[config.mk]
export PLATFORM = sky130hd
export DESIGN_NAME = pipe_adder
export DESIGN_NICKNAME = d
export VERILOG_FILES = /design/src/rtl/pipe_adder.sv
export SDC_FILE = /design/constraint.sdc
export NUM_CORES = 1
export LEC_CHECK = 0
export BUFFER_PORTS_ARGS = -buffer_cell sky130_fd_sc_hd__buf_4
export CAP_MARGIN = 20
export CORE_UTILIZATION = 57
export DETAILED_ROUTE_END_ITERATION = 7
export PLACE_DENSITY_LB_ADDON = 0.05
export SLEW_MARGIN = 20
export SYNTH_ARGS = -nofsm -noshare
export SYNTH_HDL_FRONTEND = slang
export SYNTH_SLANG_ARGS = --single-unit
[constraint.sdc]
create_clock -name clk -period 2.3 [get_ports clk]
set_clock_uncertainty 0.2 [all_clocks]
set_input_delay 0.345 -clock clk [delete_from_list [all_inputs] [get_ports clk]]
set_output_delay 0.345 -clock clk [all_outputs]
set_load 0.1 [all_outputs]
[src/rtl/pipe_adder.sv]
// pipe_adder: chunked, pipelined add/subtract with a global valid/ready stall
module pipe_adder #(
  parameter int WIDTH  = 16,
  parameter int STAGES = 4
) (
  input  logic             clk,
  input  logic             rst_n,
  input  logic             i_in_valid,
  output logic             o_in_ready,
  input  logic [WIDTH-1:0] i_a,
  input  logic [WIDTH-1:0] i_b,
  input  logic             i_cin,
  input  logic             i_sub,
  output logic             o_out_valid,
  input  logic             i_out_ready,
  output logic [WIDTH-1:0] o_s,
  output logic             o_cout,
  output logic             o_ovf
);
  localparam int CHUNK = WIDTH / STAGES;
  localparam int L = STAGES - 1;
  logic             w_adv;
  logic [WIDTH-1:0] w_a [STAGES];
  logic [WIDTH-1:0] w_b [STAGES];
  logic [WIDTH-1:0] w_s [STAGES];
  logic             w_ci [STAGES];
  logic             w_v [STAGES];
  logic [CHUNK:0]   w_sum [STAGES];
  logic [WIDTH-1:0] r_a [STAGES];
  logic [WIDTH-1:0] r_b [STAGES];
  logic [WIDTH-1:0] r_s [STAGES];
  logic             r_c [STAGES];
  logic             r_v [STAGES];
  logic             r_o;
  assign w_adv       = !o_out_valid || i_out_ready;
  assign o_in_ready  = w_adv;
  assign o_out_valid = r_v[L];
  assign o_s         = r_s[L];
  assign o_cout      = r_c[L];
  assign o_ovf       = r_o;
  // stage inputs (operands skewed, lower result chunks deskewed) and one chunk add per stage
  always_comb begin
    w_a[0]  = i_a;
    w_b[0]  = i_sub ? ~i_b : i_b;
    w_s[0]  = '0;
    w_ci[0] = i_sub ^ i_cin;
    w_v[0]  = i_in_valid;
    for (int k = 1; k < STAGES; k++) begin
      w_a[k]  = r_a[k-1];
      w_b[k]  = r_b[k-1];
      w_s[k]  = r_s[k-1];
      w_ci[k] = r_c[k-1];
      w_v[k]  = r_v[k-1];
    end
    for (int k = 0; k < STAGES; k++)
      w_sum[k] = {1'b0, w_a[k][k*CHUNK +: CHUNK]} + {1'b0, w_b[k][k*CHUNK +: CHUNK]} + (CHUNK+1)'(w_ci[k]);
  end
  // whole pipe shifts together on advance; the last stage doubles as the output register
  always_ff @(posedge clk or negedge rst_n) begin
    if (!rst_n) begin
      for (int k = 0; k < STAGES; k++) begin
        r_a[k] <= '0;
        r_b[k] <= '0;
        r_s[k] <= '0;
        r_c[k] <= 1'b0;
        r_v[k] <= 1'b0;
      end
      r_o <= 1'b0;
    end else if (w_adv) begin
      for (int k = 0; k < STAGES; k++) begin
        r_a[k] <= w_a[k];
        r_b[k] <= w_b[k];
        r_s[k] <= w_s[k] | (WIDTH'(w_sum[k][CHUNK-1:0]) << (k * CHUNK));
        r_c[k] <= w_sum[k][CHUNK];
        r_v[k] <= w_v[k];
      end
      r_o <= (w_a[L][WIDTH-1] == w_b[L][WIDTH-1]) && (w_sum[L][CHUNK-1] != w_a[L][WIDTH-1]);
    end
  end
endmodule

Word-level counts from Yosys, hierarchy flattened
Cells that the tools add are included.
- input bits: 38
- flip-flop bits (word level): 157
- output and inout bits: 20
- word-level logic and storage cells: 38
- reductions and logical operators: 3
- equality and inequality tests: 2
- bitwise logic cells: 5
- add/subtract/negate cells: 8
- mux-type cells: 1
- operator list (operator ; count):
    $add 4x4->5 ; 4
    $add 5x1->5 ; 4
    $mux 16 ; 1
    $not 16->16 ; 1
    $or 16x12->16 ; 1
    $or 16x16->16 ; 1
    $or 4x8->8 ; 1
    $eq 1x1->1 ; 1
    $logic_and 1x1->1 ; 1
    $logic_not 1->1 ; 1
    $logic_or 1x1->1 ; 1
    $ne 1x1->1 ; 1
    $xor 1x1->1 ; 1

Logic depth before layout (Yosys ltp)
Gate-level depths: netlist of run 1.
- depth in word-level cells: 4
- gate-level depth with buffers: 8
- mapped depth without buffers: 7

Worst setup path before layout of run 1
No wires, ideal clock.
- path type: in2reg
- from: input port i_sub
- to: register r_c[3] (netlist bit)
- data arrival time: 2125 ps
- path buffers: 2
- data required time: 1973 ps
- setup slack: -152 ps
- library setup time: 127 ps
- stages: 8
- path through: buf_4 buf_4 xor2_1 fa_1 fa_1 a21o_1 a211oi_1 a21oi_1
- longest elaborated chain between the ends: 3
- elaborated cells on any way between the ends: 4
- those cells by class: add/sub: 2; mux: 1; bitwise: 1
- RTL lines (what ; RTL line ; source):
    from (decl) ; 13 ; input logic i_sub,
    $mux 16 ; 44 ; w_b[0] = i_sub ? ~i_b : i_b;
    $add 4x4->5 ; 56 ; w_sum[k] = {1'b0, w_a[k][k*CHUNK +: CHUNK]} + {1'b0, w_b[k][k*CHUNK +: CHUNK]} + (CHUNK+1)'(w_ci[k]);
    $add 5x1->5 (*) ; 56 ;
    to (signal, indexed assignment) ; 74 ; r_c[k] <= w_sum[k][CHUNK];
    to (decl) ; 32 ; logic r_c [STAGES];
Mark *: on every way between the ends. The rest lies on a longest branch, timed or not.
A chain may end at the register's enable or synchronous reset.

Worst setup path after layout of run 1
- from: register r_a[28] (netlist bit)
- to: register r_c (netlist bit o_cout)
- longest elaborated chain between the ends: 2
- RTL lines (what ; RTL line ; source):
    from (decl) ; 29 ; logic [WIDTH-1:0] r_a [STAGES];
    from (signal, indexed assignment) ; 71 ; r_a[k] <= w_a[k];
    $add 4x4->5 ; 56 ;
    $add 5x1->5 ; 56 ;
Every way passes these cells.

==> reports/metrics.cfg, run 1 <==
[yosys]
synth_fa_ha_area_share_pct = 7.06
yosysTopAreaCellShare_pct = 55.2
synth.ff_latch_count = 97
ys_async_sr_fraction_pct = 100
netlist_top_cells_area = dfrtp_1 55%, nand2_1 19%, buf_4 4.3%, fa_1 3.6%, ha_1 3.4%
yosys.area.top_type = dfrtp_1
synthMuxAreaShare_pct = 0
synth-edff-count = 0
ys.warnings.count = 0
synth_area_um2 = 4400
yosysMostFrequentCell = nand2_1
ys.flop_type = dfrtp_1
synthCells = 467
synth_nets = 525
yosys.cell_types.count = 24
synthXorXnorAreaFrac_pct = 4.98
synth_top_family_by_area = simple AND/OR/NAND/NOR gates
ys_seq_area_share_pct = 55.2
synth_compound_area_share_pct = 5.72
synth_common_cells = 219 x nand2_1, 97 x dfrtp_1, 25 x buf_4
yosys.area_share.simple_pct = 20.2
syn_avg_cell_area_um2 = 9.41

[cells_and_area]
antennaDiodeCount = 0
num-fill-cells = 615
drive_above_1_share_pct = 16.0
nNetsFinal = 572
final_util_pct = 69.6
regArea_um2 = 2430
syn2layout_area_growth_pct = 16.6
multi_input_area_um2 = 1700

[route]
drt_iter0_drc = 221
vias = 2979
first_pass_iters = 4
routed_wl_mm = 7.48
via_per_inst = 4.82
remaining_drc_errors = 0
antenna_left = 0
wl_per_cell_um = 12.1

[clock_network]
clkSlewWorstSetupHoldPaths_ns = 0.10
htree_levels = 3
cts.sinks = 97
cts_buffers = 9
clock-root-buffer = clkbuf_8
cts_tree = done
clock_latency_ns = 0.35
cts_max_path_buffers = 2

[critical_path]
critPathSlowestCell = fa_1
r2r_cells = 5
crit_family = adder cells
timing.rr.start = r_a[28]
critPathCaptureType = flop
r2r_setup_slack_ns = 0.28
reg2reg_to = o_cout
cp-start-kind = flop
slowest_delay_ns = 0.46
critical_path_arrival_ns = 2.04
worstPathCellList = fa_1 -> fa_1 -> a21o_1 -> a21oi_1 -> a21oi_1
critPathRequiredTime_ns = 2.32
critPathKind = reg2reg
path_max_fanout = 2
cp_num_buf_inv = 0

[sta]
fin_crit_ns = 2.02
fmax_ghz = 0.496
fin_tns_setup_ns = 0
rsz0062_at_grt = no
slew_headroom_pct = 67.4
finalSetupViolations = 0
hold_ws_ns = 0.0671
slew_violations = 0
finalHoldViolations = 0
max_slew.worst_pin.slew_ns = 0.489
period_share_pct = 87.7

[die]
die_x_um = 89.8
core-area_um2 = 7370
dieArea_um2 = 8070
ios = 58
start_util_pct = 59.6
num_rows = 31
die_y_um = 89.8

[pwr]
powerDensity_nw_per_um2 = 1470
max-vdd-ir-drop_v = 0.000547
leakagePower_nw = 2.65

[job]
cap_violations = 0

[placement]
port_buffers = 57
place_congestion = 0.750
hpwl_mm = 4.79

[run_status]
status = finished clean

[global_routing]
grt_max_degree = 105
first_global_vias = 3101
grt_usage_pct = 20.3
grt_pass1_wl_mm = 13.3
antenna_found_initial = 0
overflow = 0

[hold_path]
whs_path_depth = 3
min_from = i_b[6]
min_to = r_b[54]
hold_path.class = in2reg

worst reg2reg max path: cells and delay by family, from the launching register on:
kind / cells / cell delay (ns)
DFF: 1 / 0.41
adders and majority gates: 2 / 0.88
AOI/OAI and AO/OA: 3 / 0.41
cells in the final DEF (no fill, tap or decap), types with 8 or more instances in the layout:
cell type and n:
nor2_1 8, o21ai_0 22, dlygate4sd3_1 14, xnor2_1 14
ha_1 12, nand2_1 219, dfrtp_1 97, buf_4 58
clkbuf_8 11, xor2_1 10, a21oi_1 13
power by group:
group          internal [W]  switching [W]  total (W)
Combinational       0.00108        0.00243    0.00351
Sequential          0.00246       0.000430    0.00289
Clock              0.000568       0.000568    0.00114
kinds of logic (layout without fill, tap and decap cells):
group,Yosys count,in the layout
AND/OR/NAND/NOR,233,233
flip-flops,97,97
buffers and inverters,47,99
AO/OA/AOI/OAI,45,45
XOR/XNOR,25,25
adder cells (fa/ha/maj),20,20
worst max-delay path by stage:
stage,start,endpoint,slack [ns],cells after the start
floorplan,i_sub,r_c[3],0.03,8
global placement,i_b[0],r_c[3],0.12,7
detailed placement,i_b[0],r_c[3],0.07,7
CTS,o_out_valid,o_in_ready,0.27,3
global route,r_a[28],o_cout,0.16,5
finish,r_a[28],o_cout,0.28,5
state kept, by name, indices dropped and copies added (netlist names):
| signal | cells |
|---|---|
| o_s | 16 |
| r_b | 24 |
| r_v | 3 |
| o_cout | 1 |
| r_c | 3 |
| r_s | 24 |
| o_ovf | 1 |
| r_a | 24 |
| o_out_valid | 1 |
through the flow:
step,setup WS [ns],area (um2),instances,total power (W)
2_1_floorplan,0.0341,4420,467,0.00587
3_3_place_gp,0.121,4770,588,0.00633
3_5_place_dp,0.0689,4770,588,0.00645
4_1_cts,0.272,5130,618,0.00762
5_1_grt,0.164,5130,618,0.00810
6_report,0.283,5130,618,0.00754
per-layer routing:
layer | routed length [um] | share of wire [%] | global-route usage [%]
met3 | 229 | 3.1 | 4.23
met2 | 3580 | 48 | 34.2
met1 | 3570 | 48 | 26.6
met4 | 99 | 1.3 | 6.28
met5 | 0 | 0 | 0
timing repair:
item / in CTS / in global routing
gates resized for setup: 0 / 0
hold buffers: 14 / 0
setup buffers: 0 / 0
endpoints found under the hold margin: 110 / 0
final cells by class:
class                   count  area share (%)
clock buffers              11            2.95
clock inverters             5            1.22
inverters                   8           0.586
multi-input cells         323            33.1
flip-flops and latches     97            47.4
well taps                  99            2.42
repair buffers             75            12.4
Power figures use the tool's default switching activity.
==> run 2, diff against run 1 <==
Settings changed: BUFFER_PORTS_ARGS -buffer_cell sky130_fd_sc_hd__buf_4 to -buffer_cell sky130_fd_sc_hd__clkbuf_2.
==> run 2 against run 1 <==
Net effect:
- total power shrank 1.8%
- via count up 0.74%
- register-to-register slack worse by 0.08 ns
- flip-flop and latch count unchanged
- die area unchanged
- core utilization is 1.9 points lower
- largest power group unchanged
- clock-buffer cell count did not move
- critical path depth unchanged
- cell count is 0.16% higher
- setup slack lost 0.082 ns
- highest routed layer unchanged
- routed wire length shrank 1.7%
==> reports/metrics.cfg, run 2 (synthesis gave the netlist of run 1 again) <==
[pwr]
switchingPower_w = 0.00341
swShare_pct = 46.0
powerDensity_nw_per_um2 = 1480
p_comb_share_pct = 46.2
power.internal_w = 0.00400
leakagePower_nw = 2.62
seqPwrFrac_pct = 38.8
max-vdd-ir-drop_v = 0.000527
p_clk_share_pct = 15.0

[run_status]
status = finished clean

[clock_network]
clock_latency_ns = 0.35
cts_max_path_buffers = 2
cts_tree = done
cts_buffers = 9
cts.sinks = 97
clock-root-buffer = clkbuf_8
htree_levels = 3
clkSlewWorstSetupHoldPaths_ns = 0.08
cts_post_setup_buffers_inserted = 0

[die]
die_y_um = 89.8
start_util_pct = 59.6
core-area_um2 = 7370
dieArea_um2 = 8070
die_x_um = 89.8
ios = 58
num_rows = 31

[global_routing]
grt_pass1_wl_mm = 13.5
grtUsageMet1_pct = 28.0
busiest_layer = met2
overflow = 0
antenna_found_initial = 0
first_global_vias = 3037
grt_usage_pct = 20.8
gr-usage-met2_pct = 33.3
grt_max_degree = 69
grt_util_met3_pct = 3.38

[sta]
postLayoutSetupSlackWorst_ns = 0.201
finalHoldViolations = 0
fin_crit_ns = 2.10
finalSetupViolations = 0
fin_tns_setup_ns = 0
rsz0062_at_grt = no
max_slew.worst_pin.slew_ns = 0.545
slew_violations = 0
period_share_pct = 91.3
fmax_ghz = 0.476
hold_ws_ns = 0.0139
slew_headroom_pct = 63.8

[cells_and_area]
reg_top3 = r_a (24), r_b (24), r_s (24)
drive_above_1_share_pct = 16.3
syn2layout_area_growth_pct = 13.5
stdcell_area_um2 = 4990
final_common_cell = nand2_1
nNetsFinal = 574
num-fill-cells = 618
final_cell_mix = 219 x nand2_1, 97 x dfrtp_1, 55 x clkbuf_2
finalNonFillerCells = 619
antennaDiodeCount = 0

[route]
first_pass_iters = 4
wl_per_cell_um = 11.9
via_per_inst = 4.85
drt_iter0_drc = 159
remaining_drc_errors = 0
vias = 3001
antenna_left = 0
routed_wl_mm = 7.36

[critical_path]
cp-start-kind = flop
reg2reg_to = o_cout
critical_path_arrival_ns = 2.11
slowest_delay_ns = 0.46
worstPathCellList = fa_1 -> fa_1 -> a21o_1 -> a21oi_1 -> a21oi_1
r2r_cells = 5
path_max_fanout = 2
critPathSlowestCell = fa_1
timing.rr.start = r_a[28]
r2r_setup_slack_ns = 0.20
critPathCaptureType = flop
critPathRequiredTime_ns = 2.31
critPathKind = reg2reg

[placement]
port_buffers = 57
place_congestion = 0.748
placed_cells = 591
hpwl_mm = 4.79
placed_area_um2 = 4660
dp_worst_setup_slack_ns = 0.0199

[hold_path]
hold_path.class = in2reg
min_from = i_a[11]
min_to = r_a[59]
whs_path_depth = 3

[job]
cap_violations = 0

==> run 2: changes by cell type in the layout (fill, tap and decap cells not counted) <==
| cell | delta |
|---|---|
| clkbuf_2 | +55 |
| dlygate4sd3_1 | -1 |
| buf_4 | -52 |
| clkinv_2 | +1 |
| clkinvlp_4 | -1 |
| clkinv_4 | -1 |
==> run 2: power groups by stage <==
| stage | sequential (W) | combinational (W) | clock (W) |
|---|---|---|---|
| detailed placement | 0.00292 | 0.00341 | 0 |
| global route | 0.00298 | 0.00376 | 0.00122 |
| finish | 0.00287 | 0.00342 | 0.00111 |
| global placement | 0.00289 | 0.00334 | 0 |
| CTS | 0.00288 | 0.00345 | 0.00115 |
| floorplan | 0.00298 | 0.00289 | 0 |
==> run 2: layout make-up <==
cell class	count	area [um2]	area share, %
Inverter	8	30.0	0.602
Sequential cell	97	2430	48.6
Clock inverter	4	51.3	1.03
Clock buffer	11	151	3.03
Timing Repair Buffer	77	510	10.2
Multi-Input combinational cell	323	1700	34.0
Tap cell	99	124	2.48
==> run 2: worst max path at each step <==
stage / cells after the start / from / endpoint / slack (ns)
after floorplan: 8 / i_sub / r_c[3] / 0.03
after global placement: 8 / i_sub / r_s[51] / 0.10
after detailed placement: 8 / i_sub / r_s[51] / 0.02
after CTS: 5 / r_a[28] / o_cout / 0.20
after global routing: 5 / r_a[28] / o_cout / 0.15
final: 5 / r_a[28] / o_cout / 0.20
==> run 2: what timing repair did <==
action | 4_1_cts | 5_1_grt
hold buffers | 13 | 0
resized for setup | 0 | 0
endpoints found under the hold margin | 109 | 0
==> run 2: per-stage QoR <==
stage / power (W) / util (%)
finish: 0.00740 / 67.7
global route: 0.00796 / 67.7
CTS: 0.00749 / 67.7
detailed placement: 0.00632 / 63.2
global placement: 0.00623 / 63.2
floorplan: 0.00587 / -
==> run 2: per-layer routing <==
layer	part of all wire, %	vias to the layer above	wire [um]
met4	2.3	0	171
met1	48	1396	3540
met2	46	59	3420
li1	-	1532	-
met3	3.1	14	228
met5	0	-	0
==> run 2: critical path, delay by kind of cell (launching register included) <==
kind / cells / cell delay [ns]
adder cells (fa/ha/maj): 2 / 0.88
AO/OA/AOI/OAI: 3 / 0.46
flip-flops: 1 / 0.41
==> run 3, diff against run 2 <==
Settings changed: PLACE_DENSITY set to 0.84, PLACE_DENSITY_LB_ADDON 0.05 to not set.
==> run 3 against run 2 <==
Net effect:
- flip-flop and latch count unchanged
- worst hold slack gained 0.0027 ns
- non-clock buffer count is the same
- global-route usage grew 0.73 points
- die area stayed put
- critical path type unchanged
- highest routed layer unchanged
==> reports/metrics.cfg, run 3 (synthesis gave the netlist of run 1 again) <==
[critical_path]
critPathCaptureType = flop
critPathRequiredTime_ns = 2.34
critical_path_arrival_ns = 2.05
critPathKind = reg2reg
path_max_fanout = 2
cp-start-kind = flop

[route]
first_pass_iters = 4
via_per_inst = 4.94
routed_wl_mm = 7.80
remaining_drc_errors = 0
antenna_left = 0
wl_per_cell_um = 12.6
drt_iter0_drc = 183
vias = 3065

[clock_network]
clkSlewWorstSetupHoldPaths_ns = 0.09
cts-resized-gates = 0
cts_tree = done
htree_levels = 3
cts_buffers = 9
cts.sinks = 97
clock-root-buffer = clkbuf_8
cts_max_path_buffers = 2
clock_latency_ns = 0.36

[die]
start_util_pct = 59.6
die_x_um = 89.8
ios = 58
dieArea_um2 = 8070
num_rows = 31
die_y_um = 89.8
core-area_um2 = 7370

[cells_and_area]
drive_above_1_share_pct = 16.3
syn2layout_area_growth_pct = 14.5
final_common_cell = nand2_1
antennaDiodeCount = 0
nNetsFinal = 574
final_cell_mix = 219 x nand2_1, 97 x dfrtp_1, 55 x clkbuf_2
reg_top3 = r_a (24), r_b (24), r_s (24)

[sta]
finalHoldViolations = 0
slew_headroom_pct = 64.0
hold_ws_ns = 0.0166
fin_tns_setup_ns = 0
finalSetupViolations = 0
period_share_pct = 87.2
slew_violations = 0
max_slew.worst_pin.slew_ns = 0.543
fin_crit_ns = 2.01
rsz0062_at_grt = no
fmax_ghz = 0.499

[global_routing]
first_global_vias = 3132
overflow = 0
grt_usage_pct = 21.5
grt_pass1_wl_mm = 13.9
grt_max_degree = 64
antenna_found_initial = 0

[pwr]
leakagePower_nw = 2.64
powerDensity_nw_per_um2 = 1510
max-vdd-ir-drop_v = 0.000729

[placement]
hpwl_mm = 5.41
port_buffers = 57
place_congestion = 0.771

[job]
cap_violations = 0

[run_status]
status = finished clean

[hold_path]
hold_path.class = in2reg

==> run 3: path summary, 6_finish.rpt <==
path | start | endpoint | slack, ns | cells past startpoint
max in group asynchronous | rst_n | o_s[1] | 0.97 | 3
min in group asynchronous | rst_n | o_out_valid | 0.27 | 2
max | r_a[28] | o_cout | 0.29 | 5
min reg2reg | o_s[3] | o_s[3] | 0.27 | 2
max reg2reg | r_a[28] | o_cout | 0.29 | 5
min | i_a[11] | r_a[59] | 0.02 | 3
==> run 3: metrics by stage <==
stage	total power (W)	cell area (um2)	cells	util, %	setup WS (ns)
6_report	0.00758	5030	620	68.3	0.294
2_1_floorplan	0.00587	4420	467	-	0.0341
3_3_place_gp	0.00624	4680	591	63.5	0.116
3_5_place_dp	0.00640	4680	591	63.5	0.0285
5_1_grt	0.00811	5030	620	68.3	0.201
4_1_cts	0.00763	5030	620	68.3	0.292
==> run 3: what timing repair did <==
| item | CTS | global route |
|---|---|---|
| setup buffers | 0 | 0 |
| hold endpoints to repair | 43 | 0 |
| hold buffers | 13 | 0 |
==> run 3: worst max-delay path: stages (launching register included) <==
cell and delay (ns):
dfrtp_1 0.41, fa_1 0.47, fa_1 0.41, a21o_1 0.19, a21oi_1 0.14, a21oi_1 0.08
==> run 3: cell type report <==
cell class | instances | area (um2)
clock buffer | 11 | 141
clock inverter | 5 | 78.8
fill | 562 | 2340
inverter | 8 | 30.0
multi-input combinational | 323 | 1700
sequential | 97 | 2430
tap | 99 | 124
timing repair buffer | 77 | 536
==> run 3: routing by layer <==
layer	part of all wire (%)	wire length, um	vias to the layer above	global-route usage [%]
met1	45	3500	1462	27.8
met4	2.5	194	0	10.8
met2	50	3890	59	35.6
li1	-	-	1528	-
met5	0	0	-	0
met3	2.9	227	16	3.21
==> run 3: where the power goes <==
group | internal (W) | leakage (nW) | total [W] | switching [W]
clock | 0.000641 | 0.113 | 0.00120 | 0.000562
combinational | 0.00101 | 1.36 | 0.00348 | 0.00247
sequential | 0.00246 | 1.17 | 0.00290 | 0.000435
total | 0.00411 | 2.64 | 0.00758 | 0.00347
